File: src/rtl/uart_rx_ctrl.sv
// uart_rx_ctrl: receive-side controller between the UART receiver FSM and host logic.
//
// Gates receiver events with rx_en and pairs a parity-error pulse with the byte that
// follows it. Accepted bytes and their parity flags go into a show-ahead FIFO. The block
// also raises the threshold, idle-timeout and overflow interrupts.
//
// Optional feature macro: UART_RX_CTRL_STATS_EN
//   defined   -> saturating parity/frame error counters are implemented
//   undefined -> counter outputs tied to 0; clr_status clears only overflow
//
// Ports:
//   clk, rst          system clock, synchronous active-high reset
//   rx_en             accept receiver events when 1
//   rx_data/rx_valid  received byte and its 1-cycle valid pulse
//   parity_error      1-cycle parity pulse, pairs with the next byte
//   frame_error       1-cycle bad-stop pulse, byte already discarded by the receiver
//   discard_perr      drop bytes flagged with a parity error instead of storing them
//   flush             empty FIFO, clear pending parity and timeout
//   clr_status        clear overflow and error counters
//   rd_ready          host pop handshake
//   rd_valid/rd_data/rd_perr  FIFO head (show-ahead)
//   fifo_count        occupancy 0..DEPTH
//   overflow          sticky, byte dropped on full FIFO
//   timeout           FIFO non-empty and idle for TIMEOUT_CYC cycles
//   parity_err_cnt/frame_err_cnt  saturating error counters
//   irq               registered interrupt
module uart_rx_ctrl #(
    parameter int unsigned DEPTH       = 16,
    parameter int unsigned CLK_PER_BIT = 5208,
    parameter int unsigned TIMEOUT_CYC = 4 * 5208 * 10,
    parameter int unsigned IRQ_THRESH  = 8,
    parameter int unsigned CNT_W       = 8
) (
    input  logic                    clk,
    input  logic                    rst,
    input  logic                    rx_en,
    input  logic [7:0]              rx_data,
    input  logic                    rx_valid,
    input  logic                    parity_error,
    input  logic                    frame_error,
    input  logic                    discard_perr,
    input  logic                    flush,
    input  logic                    clr_status,
    input  logic                    rd_ready,
    output logic                    rd_valid,
    output logic [7:0]              rd_data,
    output logic                    rd_perr,
    output logic [$clog2(DEPTH):0]  fifo_count,
    output logic                    overflow,
    output logic                    timeout,
    output logic [CNT_W-1:0]        parity_err_cnt,
    output logic [CNT_W-1:0]        frame_err_cnt,
    output logic                    irq
);

    localparam int unsigned AW     = $clog2(DEPTH);
    localparam int unsigned CW     = AW + 1;
    localparam int unsigned WinCyc = 2 * CLK_PER_BIT;
    localparam int unsigned WinW   = $clog2(WinCyc + 1);
    localparam int unsigned ToW    = $clog2(TIMEOUT_CYC + 1);

    localparam logic [CW-1:0]   DepthC  = CW'(DEPTH);
    localparam logic [WinW-1:0] WinLast = WinW'(WinCyc - 1);
    localparam logic [ToW-1:0]  ToLast  = ToW'(TIMEOUT_CYC - 1);

    typedef enum logic [0:0] {StIdle, StParPend} state_e;

    state_e          state_q, state_d;
    logic [WinW-1:0] win_q, win_d;
    logic [8:0]      mem [DEPTH];
    logic [AW-1:0]   wr_q, wr_d, rd_q, rd_d;
    logic [CW-1:0]   count_q, count_d;
    logic            overflow_q, overflow_d;
    logic [ToW-1:0]  to_cnt_q, to_cnt_d;
    logic            timeout_q, timeout_d;
    logic            irq_q, irq_d;
    logic            push_req, push_perr, do_push, do_pop, full, not_empty;

    // Pairing FSM: a byte is processed against the current state first, then a
    // parity pulse arms the window for the byte that follows it.
    always_comb begin
        state_d   = state_q;
        win_d     = win_q;
        push_req  = 1'b0;
        push_perr = 1'b0;
        if (!rx_en) begin
            state_d = StIdle;
            win_d   = '0;
        end else begin
            unique case (state_q)
                StIdle: begin
                    if (rx_valid) push_req = 1'b1;
                end
                StParPend: begin
                    win_d = win_q + 1'b1;
                    if (rx_valid) begin
                        push_req  = !discard_perr;
                        push_perr = 1'b1;
                        state_d   = StIdle;
                    end else if (frame_error || win_q == WinLast) begin
                        state_d = StIdle;
                    end
                end
                default: state_d = StIdle;
            endcase
            if (parity_error) begin
                state_d = StParPend;
                win_d   = '0;
            end
        end
        if (flush) begin
            state_d = StIdle;
            win_d   = '0;
        end
    end

    assign not_empty = (count_q != '0);
    assign full      = (count_q == DepthC);
    assign do_pop    = not_empty && rd_ready && !flush;
    assign do_push   = push_req && (!full || do_pop) && !flush;

    always_comb begin
        wr_d       = wr_q;
        rd_d       = rd_q;
        count_d    = count_q;
        overflow_d = overflow_q;
        if (flush) begin
            wr_d    = '0;
            rd_d    = '0;
            count_d = '0;
        end else begin
            if (do_push) wr_d = wr_q + 1'b1;
            if (do_pop)  rd_d = rd_q + 1'b1;
            case ({do_push, do_pop})
                2'b10:   count_d = count_q + 1'b1;
                2'b01:   count_d = count_q - 1'b1;
                default: count_d = count_q;
            endcase
            if (push_req && full && !do_pop) overflow_d = 1'b1;
        end
        if (clr_status) overflow_d = 1'b0;
    end

    // Idle timer: restarts on any FIFO activity or while empty; holds once expired.
    always_comb begin
        to_cnt_d  = to_cnt_q;
        timeout_d = timeout_q;
        if (flush || do_push || do_pop || !not_empty) begin
            to_cnt_d  = '0;
            timeout_d = 1'b0;
        end else if (!timeout_q) begin
            to_cnt_d = to_cnt_q + 1'b1;
            if (to_cnt_q == ToLast) timeout_d = 1'b1;
        end
    end

    // Registered interrupt built from next-state values so it lines up with the flags.
    assign irq_d = rx_en && ((32'(count_d) >= IRQ_THRESH) || timeout_d || overflow_d);

    always_ff @(posedge clk) begin
        if (rst) begin
            state_q    <= StIdle;
            win_q      <= '0;
            wr_q       <= '0;
            rd_q       <= '0;
            count_q    <= '0;
            overflow_q <= 1'b0;
            to_cnt_q   <= '0;
            timeout_q  <= 1'b0;
            irq_q      <= 1'b0;
        end else begin
            state_q    <= state_d;
            win_q      <= win_d;
            wr_q       <= wr_d;
            rd_q       <= rd_d;
            count_q    <= count_d;
            overflow_q <= overflow_d;
            to_cnt_q   <= to_cnt_d;
            timeout_q  <= timeout_d;
            irq_q      <= irq_d;
        end
    end

    always_ff @(posedge clk) begin
        if (do_push) mem[wr_q] <= {push_perr, rx_data};
    end

`ifdef UART_RX_CTRL_STATS_EN
    logic [CNT_W-1:0] perr_cnt_q, ferr_cnt_q;

    always_ff @(posedge clk) begin
        if (rst || clr_status) begin
            perr_cnt_q <= '0;
            ferr_cnt_q <= '0;
        end else begin
            if (rx_en && parity_error && perr_cnt_q != '1) perr_cnt_q <= perr_cnt_q + 1'b1;
            if (rx_en && frame_error && ferr_cnt_q != '1)  ferr_cnt_q <= ferr_cnt_q + 1'b1;
        end
    end

    assign parity_err_cnt = perr_cnt_q;
    assign frame_err_cnt  = ferr_cnt_q;
`else
    assign parity_err_cnt = '0;
    assign frame_err_cnt  = '0;
`endif

    // Head is masked when empty so stale storage never shows on the bus.
    assign rd_valid   = not_empty;
    assign rd_data    = not_empty ? mem[rd_q][7:0] : 8'h00;
    assign rd_perr    = not_empty ? mem[rd_q][8] : 1'b0;
    assign fifo_count = count_q;
    assign overflow   = overflow_q;
    assign timeout    = timeout_q;
    assign irq        = irq_q;

endmodule

File: config.mk
export PLATFORM = sky130hd
export DESIGN_NAME = uart_rx_ctrl
export DESIGN_NICKNAME = d
export VERILOG_FILES = /design/src/rtl/uart_rx_ctrl.sv
export SDC_FILE = /design/constraint.sdc
export NUM_CORES = 1
export LEC_CHECK = 0
export ABC_AREA = 1
export BUFFER_PORTS_ARGS = -buffer_cell sky130_fd_sc_hd__buf_2
export CAP_MARGIN = 40
export CORE_MARGIN = 10
export CORE_UTILIZATION = 55
export CTS_CLUSTER_SIZE = 12
export DETAILED_ROUTE_END_ITERATION = 8
export PLACE_DENSITY = 0.83
export SYNTH_ARGS = -nofsm -noshare
export SYNTH_HDL_FRONTEND = slang
export SYNTH_SLANG_ARGS = --single-unit
File: constraint.sdc
create_clock -name clk -period 2 [get_ports clk]
set_input_delay 0.2 -clock clk [delete_from_list [all_inputs] [get_ports clk]]
set_output_delay 0.2 -clock clk [all_outputs]
set_load 0.01 [all_outputs]
== Yosys cells after proc, flatten, opt, wreduce, memory -nomap -nowiden ==
Memories as Yosys holds them, arrays and structs flattened. A register that Yosys moved wholly into a read port is not among the register bits.
Index checks and enable logic that the tools add are counted.
Storage, ports and cells
  bits in registers: 49
  bits in latches: 0
  RAM bits: 144
  bits in read-only memories: 0
  input port bits: 18
  output and inout bits: 34
  logic and storage cells: 72
  memories: 1
Operators by class
  add/subtract/negate cells: 6
  multipliers: 0
  div/mod/pow operators: 0
  order comparisons: 1
  equality and inequality tests: 5
  shift-type cells: 0
  mux-type cells: 24
  bitwise operators: 2
  reductions and logical operators: 24
Memories
  mem: depth 16, width 9, rd ports 1, clocked after Yosys merged registers in 1, wr ports 1, RTL line 70  | logic [8:0] mem [DEPTH];
Operator list (number)
  18-bit by 1-bit adder with 18-bit output (second input constant): 1
  18-bit equality test (second input constant): 1
  1-bit two-way mux: 18
  14-bit by 1-bit adder with 14-bit output (second input constant): 1
  14-bit equality test (second input constant): 1
  5-bit case mux with 2 select lines: 1
  4-bit by 1-bit adder with 4-bit output (second input constant): 2
  4-bit two-way mux: 2
  8-bit two-way mux: 1
  1-bit logical AND: 7
  1-bit logical OR: 7
  5-bit by 1-bit adder with 5-bit output (second input constant): 1
  5-bit equality test (second input constant): 1
  5-bit by 4-bit greater-or-equal comparator with 1-bit output (second input constant): 1
  1-bit logical NOT: 5
  5-bit two-way mux: 1
  5-bit nonzero test: 1
  5-bit by 1-bit subtractor with 5-bit output (second input constant): 1
  2-bit OR reduction: 2
  4-bit OR reduction: 1
  3-bit OR reduction: 1
  2-bit by 1-bit equality test with 1-bit output (second input constant): 1
  2-bit equality test (second input constant): 1
  1-bit inverter: 2
  1-bit case mux with 2 select lines: 1

== Longest topological paths before layout ==
  depth in word-level cells: 13
  depth in mapped cells: 20
  gate-level depth less buffers: 19

== Worst setup path before layout ==
Ideal clock, no wire load.
  path type: register to register
  from: register count_q[0] (netlist: fifo_count[0])
  to: register irq_q (netlist: irq)
  setup time: 0.109 ns
  data arrival time: 2.219 ns
  required time: 1.891 ns
  slack: -0.328 ns
  cell stages (with the launch flop): 21
  path buffers: 1
  period minus slack after synthesis: 2.328 ns
  cells stage by stage: dfxtp_1 -> nor2_2 -> nand3_2 -> nand3_4 -> nand2_1 -> nand2_2 -> ha_1 -> buf_2 -> xor2_1 -> ha_1 -> inv_1 -> nand2_1 -> nand3_1 -> nand2_1 -> nand2_1 -> nand2_1 -> nand2_1 -> nand3_1 -> nand3_1 -> nand2_1 -> inv_1
Between the ends
  longest elaborated chain between the ends: 13
  elaborated cells on any way between the ends: 29
  those cells by class: 2 x add/sub; 1 x order compare; 3 x eq/ne; 6 x mux; 17 x reduce/logical
Ends and longest elaborated chain
  start, declared: RTL line 72  | logic [CW-1:0] count_q, count_d;
  start signal, assigned: RTL line 176  | count_q <= count_d;
  5-bit nonzero test (*): RTL line 117  | assign not_empty = (count_q != '0);
  via rd_valid: RTL line 45  | output logic rd_valid,
  1-bit logical AND (2 in series): RTL line 119  | assign do_pop = not_empty && rd_ready && !flush;
  1-bit logical OR: RTL line 120  | assign do_push = push_req && (!full || do_pop) && !flush;
  1-bit logical AND (2 in series): RTL line 120
  2-bit by 1-bit equality test with 1-bit output, or another cell as far along: RTL line 134  | case ({do_push, do_pop})
  5-bit case mux with 2 select lines / 1-bit logical OR (equally long branches): RTL line 134, 148
  5-bit two-way mux / 1-bit logical OR (equally long branches): RTL line 127, 148
  5-bit by 4-bit greater-or-equal comparator with 1-bit output / 1-bit two-way mux (equally long branches): RTL line 158, 148
  1-bit logical OR: RTL line 158  | assign irq_d = rx_en && ((32'(count_d) >= IRQ_THRESH) || timeout_d || overflow_d);
  1-bit logical OR (*): RTL line 158
  1-bit logical AND (*): RTL line 158
  end signal, assigned: RTL line 180  | irq_q <= irq_d;
  end, declared: RTL line 76  | logic irq_q, irq_d;
Mark *: on every way through the listed nets, which the timed path passes. The rest lies on a longest branch.
A chain may end at the register's enable or synchronous reset.

==> flow_summary_export.csv <==
group,metric,value,unit
status,status,"complete, but fails checks",
status,violations,"negative setup slack",
timing,final-hold-violation-count,0,
yosys,avgSynthCellArea,10.6,µm²
drt,num_vias,6165,
yosys,synthTopCellsByArea,"edfxtp_1, dfxtp_1, nor2_1",
global_routing,grt_max_degree,37,
floorplan,dieArea,20700,µm²
global_routing,antenna_found_initial,0,
cells_and_area,final_nets,914,
yosys,synth_cell_types,43,
setup_path,crit_chain,"buf_12 -> buf_8 -> o21ai_2 -> o22ai_1 -> nor2_1 -> nor2_1 -> o21ai_2 -> a21oi_2 -> buf_2",
clock_tree,clock-sinks,197,
yosys,muxShareOfSynthArea,0,%
yosys,yosysTopAreaCellShare,51.3,%
setup_path,cp.required,1800,ps
setup_path,regToRegStartpoint,"fifo_count[2]",
cells_and_area,design_area,10100,µm²
floorplan,die_h,144,µm
timing,max_slew_margin,50.1,%
global_routing,grt_pass1_vias,5999,
yosys,synth-compound-area-share,12.0,%
yosys,synthXorXnorAreaFrac,1.25,%
floorplan,top_level_ports,52,
clock_tree,cts_buffer_depth,2,
setup_path,crit_arrival,2070,ps
place,globalplace.congestion,0.835,
yosys,yosys.area_share.adder,1.48,%
yosys,ys_warn_count,0,
cells_and_area,layout_commonest_cell,"edfxtp_1",
yosys,yosysSeqAreaShare,63.8,%
timing,fin_setup_tns,-1810,ps
cells_and_area,drive_gt1_share,23.7,%
pwr,p_leak,3.68,nW
yosys,synth_seq_cells,197,
timing,timing.fmax,440,MHz
timing,finalWorstSetupSlack,-274,ps
yosys,synthFlopType,"edfxtp_1",
clock_tree,cts_max_level,4,
setup_path,end_kind,"output pin",
timing,finalSetupViolCount,10,
yosys,synth_top_area_cell,"edfxtp_1",
timing,slew_viol_final,0,
setup_path,slowest_stage,"dfxtp_4",
place,post-dp-hpwl,12000,µm
drt,post-route-drc-count,0,
floorplan,initial_core_util,55.9,%
place,placedCellCount,1034,
place,dpl_cell_area,9090,µm²
yosys,synth_cells,794,
clock_tree,clk_latency,430,ps
run,max-cap-violations,0,
setup_path,path_class,"flip-flop to output pin",
clock_tree,path_clk_slew,70,ps
cells_and_area,layout_common_cells,"edfxtp_1, nor2_1, o21ai_0, nand2_1, buf_4",
global_routing,use_met1,23.3,%
drt,wl_per_cell,18.3,µm
global_routing,overflow,0,
timing,period_minus_slack,2270,ps
timing,fin_hold_ws,35.0,ps
timing,finalCritPeriodShare,114,%
global_routing,grt.busiest_layer,"met2",
clock_tree,cts_root_buf,"clkbuf_16",
cells_and_area,area_growth,20.0,%
yosys,synth_area,8440,µm²
drt,drtAntennaViolNets,0,
floorplan,fp-row-count,45,
drt,drtIter0Drc,548,
timing,final.setup_skew,10.1,ps
clock_tree,cts_buffers,17,
drt,dr.pass1.iters,6,
setup_path,slowest_delay,420,ps
global_routing,grtUsageTotal,19.3,%
place,post-place-ws,-109,ps
clock_tree,cts_tree,"yes",
place,io_buffers,35,
drt,routed_via_density,5.68,
setup_path,start_kind,"flip-flop",
global_routing,grt_use_met2,32.5,%
timing,rsz0062_at_grt,"yes",
worst_hold_path,min_from,"clr_status",
yosys,synth_top_family_by_area,"simple AND/OR/NAND/NOR gates",
cells_and_area,stdcell_count,1086,
pwr,ir_drop,0.572,mV
yosys,async_flop_share,0,%
floorplan,die_w,144,µm
global_routing,grt_pass1_wl,30800,µm
yosys,synth_edf_count,144,
worst_hold_path,hold_class,"input port to flip-flop",
setup_path,crit_fanout,7,
floorplan,core,15100,µm²
global_routing,grt_use_met3,4.88,%
drt,routed_wl,19900,µm
yosys,synth-simple-area-share,15.6,%
timing,worst_pin_slew,747,ps
pwr,power.density,806,nW/µm²
per-stage QoR:
stage | util [%] | total power, mW
finish | 67.1 | 8.16
global route | 67.1 | 8.40
floorplan | - | 4.71
detailed placement | 60.3 | 4.87
global placement | 60.3 | 4.85
CTS | 66.2 | 8.13
logic make-up after synthesis:
group           count (synthesis)
compound gates                180
simple gates                  290
other cells                     1
fa+ha+maj                      10
buf+inv                       104
flops                         197
xor+xnor                       12
cell usage after synthesis (2+ instances only):
cell and count:
a21oi_1 40, and3_1 2, buf_2 8, buf_4 18, buf_6 2, clkbuf_1 17, clkinv_1 2, dfxtp_1 53
edfxtp_1 144, ha_1 10, inv_1 49, inv_2 6, nand2_1 76, nand2_2 5, nand3_1 27, nand3_4 3
nand4_1 4, nor2_1 141, nor2_2 9, nor2_4 5, nor3_1 8, nor3b_2 2, nor4_1 2, o21a_1 2
o21ai_0 96, o21ai_1 2, o221ai_1 22, o22ai_1 14, xnor2_1 4, xor2_1 8
registers in the layout (all words and copies together) (netlist names), named ones only:
name,flops
fifo_count,5
irq,1
mem,144
overflow,1
rd_q,4
state_q,1
timeout,1
to_cnt_q,18
win_q,14
wr_q,4
worst max-delay path: cells and delay by family (launching register included):
| kind | cells | cell delay (ps) |
|---|---|---|
| simple gates | 2 | 220 |
| flops | 1 | 420 |
| compound gates | 4 | 530 |
| buf+inv | 3 | 470 |
metal layers:
| layer | up-vias | wire (µm) |
|---|---|---|
| li1 | 2936 | - |
| met1 | 2926 | 7880 |
| met2 | 275 | 10000 |
| met3 | 28 | 1610 |
| met4 | 0 | 363 |
| met5 | - | 0 |
cell type report:
cell class                 instances  area, µm²
inverter                          59        236
clock buffer                      18        429
clock inverter                    12        129
multi-input combinational        508       2820
fill                            1047       4960
timing repair buffer             103        867
antenna                            1       2.50
sequential                       197       5400
tap                              188        235
repair_timing:
| item | CTS | global route |
|---|---|---|
| hold buffers | 2 | 0 |
| setup buffers | 12 | 5 |
| resized for setup | 50 | 36 |
| endpoints found under the hold margin | 4 | 0 |
| endpoints found under the setup margin | 11 | 13 |
| cloned | 3 | 2 |
| pin swaps | 22 | 34 |
report_power, final:
group          internal (mW)  leakage (nW)  total, mW  switching [mW]
Combinational          0.175          1.68      0.470           0.295
Sequential              4.38          1.73       4.39          0.0120
Clock                   1.83         0.274       3.29            1.46
final timing paths:
path,end,slack (ps),cells after the start
max,rd_data[2],-270,9
min,overflow,30,4
max reg2reg,irq,-50,19
min reg2reg,win_q[1],490,2
No activity file was read; power rests on OpenSTA's default activity.
